==> src/rtl/mul_seq_ctrl.sv <==
// Sequential multiplier controller: one XLEN x CHUNK unsigned multiplier reused over NCH
// cycles on operand magnitudes, then a sign-fix cycle and a held result handshake.
`timescale 1ns/1ps
module mul_seq_ctrl #(
  parameter int XLEN  = 32,
  parameter int CHUNK = 11
) (
  input  logic            clk,
  input  logic            rst_n,
  input  logic            in_valid,
  output logic            in_ready,
  input  logic [1:0]      funct3,
  input  logic [XLEN-1:0] rs1,
  input  logic [XLEN-1:0] rs2,
  input  logic            flush,
  output logic            out_valid,
  input  logic            out_ready,
  output logic [XLEN-1:0] result,
  output logic            busy
);
  localparam int NCH = (XLEN + CHUNK - 1) / CHUNK;
  localparam int KW  = (NCH > 1) ? $clog2(NCH) : 1;
  localparam int BW  = NCH * CHUNK;
  localparam int PW  = XLEN + CHUNK;
  localparam int AW  = 2 * XLEN;

  typedef enum logic [1:0] {IDLE, MUL, SIGN, DONE} state_t;

  state_t          state_reg, state_next;
  logic [KW-1:0]   k_reg, k_next;
  logic [AW-1:0]   acc_reg, acc_next;
  logic [XLEN-1:0] a_reg, a_next;
  logic [BW-1:0]   b_reg, b_next;
  logic            neg_reg, neg_next;
  logic [1:0]      funct3_reg, funct3_next;
  logic [XLEN-1:0] result_reg, result_next;
  logic            ready_en_reg;

  logic            rs1_neg, rs2_neg, accept;
  logic [XLEN-1:0] mag1, mag2;
  logic [CHUNK-1:0] chunk_arr [NCH];
  logic [CHUNK-1:0] chunk_sel;
  logic [PW-1:0]   product;
  logic [AW-1:0]   prod_ext, acc_fin;

  // in_ready stays low through reset and rises on the first edge after release
  assign in_ready  = (state_reg == IDLE) && ready_en_reg;
  assign out_valid = (state_reg == DONE);
  assign busy      = (state_reg != IDLE);
  assign result    = result_reg;
  assign accept    = in_valid && in_ready && !flush;

  // rs1 signed for MULH/MULHSU, rs2 signed for MULH only
  assign rs1_neg = rs1[XLEN-1] && ((funct3 == 2'b01) || (funct3 == 2'b10));
  assign rs2_neg = rs2[XLEN-1] && (funct3 == 2'b01);
  assign mag1    = rs1_neg ? -rs1 : rs1;
  assign mag2    = rs2_neg ? -rs2 : rs2;

  for (genvar gi = 0; gi < NCH; gi++) begin : g_chunk
    assign chunk_arr[gi] = b_reg[gi*CHUNK +: CHUNK];
  end

  assign chunk_sel = chunk_arr[k_reg];
  assign product   = PW'(a_reg) * PW'(chunk_sel);
  assign prod_ext  = AW'(product);
  assign acc_fin   = neg_reg ? -acc_reg : acc_reg;

  always_comb begin
    state_next  = state_reg;
    k_next      = k_reg;
    acc_next    = acc_reg;
    a_next      = a_reg;
    b_next      = b_reg;
    neg_next    = neg_reg;
    funct3_next = funct3_reg;
    result_next = result_reg;
    if (flush) begin
      state_next = IDLE;
      k_next     = '0;
    end else begin
      case (state_reg)
        IDLE: begin
          if (accept) begin
            a_next      = mag1;
            b_next      = BW'(mag2);
            neg_next    = rs1_neg ^ rs2_neg;
            funct3_next = funct3;
            acc_next    = '0;
            k_next      = '0;
            state_next  = MUL;
          end
        end
        MUL: begin
          acc_next = acc_reg + (prod_ext << (int'(k_reg) * CHUNK));
          if (k_reg == KW'(NCH - 1)) begin
            state_next = SIGN;
          end else begin
            k_next = k_reg + KW'(1);
          end
        end
        SIGN: begin
          acc_next    = acc_fin;
          result_next = (funct3_reg == 2'b00) ? acc_fin[XLEN-1:0] : acc_fin[AW-1:XLEN];
          state_next  = DONE;
        end
        DONE: begin
          if (out_ready) state_next = IDLE;
        end
        default: state_next = IDLE;
      endcase
    end
  end

  always_ff @(posedge clk or negedge rst_n) begin
    if (!rst_n) begin
      state_reg    <= IDLE;
      k_reg        <= '0;
      acc_reg      <= '0;
      a_reg        <= '0;
      b_reg        <= '0;
      neg_reg      <= 1'b0;
      funct3_reg   <= '0;
      result_reg   <= '0;
      ready_en_reg <= 1'b0;
    end else begin
      state_reg    <= state_next;
      k_reg        <= k_next;
      acc_reg      <= acc_next;
      a_reg        <= a_next;
      b_reg        <= b_next;
      neg_reg      <= neg_next;
      funct3_reg   <= funct3_next;
      result_reg   <= result_next;
      ready_en_reg <= 1'b1;
    end
  end
endmodule

==> config.mk <==
export PLATFORM = sky130hd
export DESIGN_NAME = mul_seq_ctrl
export DESIGN_NICKNAME = d
export VERILOG_FILES = /design/src/rtl/mul_seq_ctrl.sv
export SDC_FILE = /design/constraint.sdc
export NUM_CORES = 2
export LEC_CHECK = 0
export BUFFER_PORTS_ARGS = -buffer_cell sky130_fd_sc_hd__buf_2
export CAP_MARGIN = 20
export CORE_MARGIN = 2
export CORE_UTILIZATION = 30
export CTS_BUF_LIST = sky130_fd_sc_hd__clkbuf_16
export CTS_CLUSTER_DIAMETER = 150
export CTS_CLUSTER_SIZE = 24
export DETAILED_ROUTE_END_ITERATION = 12
export PLACE_DENSITY = 0.43
export SLEW_MARGIN = 40
export SYNTH_ARGS = -nofsm -noshare
export SYNTH_HDL_FRONTEND = slang
export SYNTH_SLANG_ARGS = --single-unit
==> constraint.sdc <==
create_clock -name clk -period 11.2 [get_ports clk]
set_input_delay 0.56 -clock clk [delete_from_list [all_inputs] [get_ports clk]]
set_output_delay 0.56 -clock clk [all_outputs]
set_load 0.05 [all_outputs]
==> summary.md <==
| Metric | Value |
|---|---|
| Area grow syn2layout | 9.51% |
| Critical path data arrival time | 10.86 ns |
| Vias per cell | 5.23 |
| WL final | 95.1 mm |
| Initial antenna violation count | 0 |
| Share of cells above drive strength 1 | 9.25% |
| Clock Pin Slew Worst Setup and Hold Paths | 0.09 ns |
| Nets | 3,909 |
| HP Class | in2async |
| Critical path peak fanout | 22 |
| All-Layer GR Usage | 20.8% |
| Critical path's slowest cell | dfrtp_2 |
| Post-Synthesis Cells | 3,411 |
| Avg Cell Area, Syn | 7.98 sq um |
| Die height | 305 microns |
| Core Region | 90,000 sq um |
| Setup TNS | 0 ns |
| Setup Viol. Count Final | 0 |
| Worst setup SP type | register |
| Setup CP Type | reg2reg |
| Normalized max-slew margin | 43.9% |
| ANT cells | 0 |
| Worst slew pin tran | 0.842 ns |
| Die area | 93,200 sq um |
| Maxcap violations | 0 |
| Crit path time final | 10.47 ns |
| Initial DRT Pass Iterations | 5 |
| Top-Level Pins | 106 |
| Residual DRC | 0 |
| Synthesized area | 27,200 sq um |
| Hold_buf cts | 0 |
| Slowest stage delay, CP | 0.56 ns |
| Initial drt markers | 1,681 |
| Max clock buf depth | 2 |
| Fmax | 95.5 MHz |
| Worst endpoint required time | 11.60 ns |
| Worst-Skew Late Latency | 0.54 ns |
| Endpoint type of the worst setup path | register |
| Setup Skew | 0.0273 ns |
| Outcome | finished clean |
| FFs w/ async S/R, synth | 100% |
| RSZ-0062 raised after global routing | no |
| Syn nets | 3,916 |
| Most frequent CP cell | fa_1 |
| Top FF cell, synth | dfrtp_1 |
| Library cells used by synthesis | 98 |
| Number of synthesized flops with an enable pin | 0 |
| Post-CTS Setup Inserts | 0 |
| Die Width | 305 microns |
| Gr ovfl total | 0 |
| Number of synthesized register bits | 168 |
| Largest net degree at the start of global routing | 74 |
| Buffers added on ports | 105 |
| Root buf cell | clkbuf_16 |
| CTS HTree Levels | 4 |
| Sequential area share after synthesis | 15.4% |
| Global-route wire length before repair | 150 mm |
| Tcrit/Tclk final | 93.5% |
| Final HPWL DP | 75.0 mm |
| Clk sinks | 168 |
| Std-Cell Rows | 110 |
| Vias in the first global route | 24,700 |
| Final antenna-violating net count | 0 |
| CTS tree | built |
| Max reg flops | 64 |
| Starting density of the core | 30.2% |
| Final Hold Violating Endpoints | 0 |
| Gpl congestion | 0.943 |
| Vias post-DR | 24,000 |
| Synthesis Warnings | 0 |
| Total CTS buffers | 17 |
| Wire per inst | 20.7 microns |
| # resized after CTS | 0 |
| Max-slew violation count | 0 |
[per-layer routing]
layer  track usage, %  vias up  share of wire, %
met5                0        -                 0
met4             5.81        0               2.4
met3             2.41       94               3.6
met2             33.8      536                46
met1             29.1    11900                48
li1                 -    11500                 -
[synthesized netlist by cell type, types with 6 or more instances]
| library cell | n | area, sq um |
|---|---|---|
| a21boi_0 | 9 | 67.6 |
| dfrtp_1 | 168 | 4200 |
| o211ai_1 | 8 | 60.1 |
| clkbuf_1 | 187 | 702 |
| mux4_2 | 13 | 293 |
| nor2b_1 | 7 | 43.8 |
| mux2_2 | 8 | 90.1 |
| nor4_1 | 16 | 100 |
| nand2_1 | 534 | 2000 |
| a31oi_1 | 26 | 163 |
| o21bai_1 | 23 | 173 |
| a22oi_1 | 18 | 135 |
| nor2_1 | 188 | 706 |
| a21oi_1 | 223 | 1120 |
| o22ai_1 | 13 | 81.3 |
| inv_1 | 313 | 1170 |
| o41ai_1 | 15 | 131 |
| o221ai_1 | 34 | 298 |
| o21ai_1 | 21 | 105 |
| o311ai_0 | 6 | 52.6 |
| ha_1 | 164 | 2050 |
| a31o_2 | 6 | 52.6 |
| nor3_1 | 57 | 285 |
| nand4_1 | 29 | 181 |
| o21a_1 | 13 | 97.6 |
| and3_1 | 17 | 106 |
| or3_1 | 17 | 106 |
| nand2b_1 | 14 | 87.6 |
| nand3_1 | 49 | 245 |
| buf_2 | 12 | 60.1 |
| a221oi_1 | 7 | 61.3 |
| xnor2_1 | 121 | 1060 |
| o31a_1 | 6 | 52.6 |
| o31ai_1 | 24 | 180 |
| or2_2 | 11 | 68.8 |
| buf_1 | 13 | 48.8 |
| fa_1 | 270 | 5410 |
| a21o_1 | 51 | 383 |
| or4_1 | 9 | 67.6 |
| xor2_1 | 91 | 797 |
| o21ai_0 | 243 | 1220 |
| a211oi_1 | 20 | 150 |
| and2_1 | 174 | 1090 |
| mux2i_1 | 71 | 711 |
[logic make-up (layout without fill, tap and decap cells)]
family                     after synthesis  count (layout)  share of synthesized area (%)
adders and majority gates              434             434                           27.4
other                                    1               1                         0.0138
muxes                                   93              93                           4.07
and+or+nand+nor                       1145            1145                           19.5
AOI/OAI and AO/OA                      829             829                           19.4
buffers and inverters                  529             535                           7.39
DFF                                    168             168                           15.4
xor gates and xnor gates               212             212                           6.82
[path summary, 6_finish.rpt]
| check | from | to | slack, ns | cells past startpoint |
|---|---|---|---|---|
| worst min-delay path | rst_n | a_reg[4] | 0.06 | 1 |
| min in group clk | funct3[0] | funct3_reg[0] | 0.28 | 2 |
| max in group asynchronous | rst_n | acc_reg[53] | 10.02 | 2 |
| worst max-delay path | k_reg[0] | acc_reg[61] | 0.73 | 40 |
| worst max register to register | k_reg[0] | acc_reg[61] | 0.73 | 40 |
| worst min register to register | result[9] | result[9] | 0.48 | 2 |
[cell usage in the layout (no fill, tap or decap), drive strengths merged, types with 13 or more instances in the layout]
master | Yosys | layout
nand2 | 537 | 537
inv | 314 | 322
fa | 270 | 270
o21ai | 266 | 266
a21oi | 227 | 227
nor2 | 188 | 188
buf | 27 | 187
and2 | 174 | 174
dfrtp | 168 | 168
ha | 164 | 164
xnor2 | 121 | 121
xor2 | 91 | 91
mux2i | 71 | 71
nor3 | 59 | 59
a21o | 51 | 51
nand3 | 49 | 49
o221ai | 34 | 34
nand4 | 29 | 29
a31oi | 27 | 27
o31ai | 27 | 27
o21bai | 23 | 23
a211oi | 20 | 20
a22oi | 18 | 18
and3 | 18 | 18
or3 | 18 | 18
clkbuf | 187 | 18
o41ai | 17 | 17
nor4 | 17 | 17
o21a | 14 | 14
nand2b | 14 | 14
mux4 | 13 | 13
o22ai | 13 | 13
or2 | 13 | 13
[through the flow]
stage	instance area [sq um]	hold WS, ns	utilization [%]	worst slack, ns	std cells
floorplan	27200	0.264	-	1.24	3411
global placement	29100	0.458	32.4	0.810	4560
detailed placement	29200	0.466	32.4	0.706	4560
CTS	29800	0.0542	33.1	0.661	4592
global route	29800	0.0952	33.1	0.106	4593
finish	29800	0.0604	33.1	0.733	4593
[critical path, delay by kind of cell (launching register included)]
kind / cells / cell delay (ns)
xor+xnor: 1 / 0.18
flops: 1 / 0.56
simple gates: 9 / 1.63
compound gates: 14 / 2.97
mux: 2 / 0.63
buf+inv: 7 / 0.99
fa+ha+maj: 7 / 3.33
[layout make-up]
cell class	count	area, sq um
multi-input combinational	2714	21100
sequential	168	4210
timing repair buffer	188	1210
tap	1176	1470
clock inverter	15	189
inverter	315	1180
fill	9707	60200
clock buffer	17	425
Power is left out: the tool's default activity adds up to more than one toggle a clock period on the data nets, which glitch-free logic cannot reach.
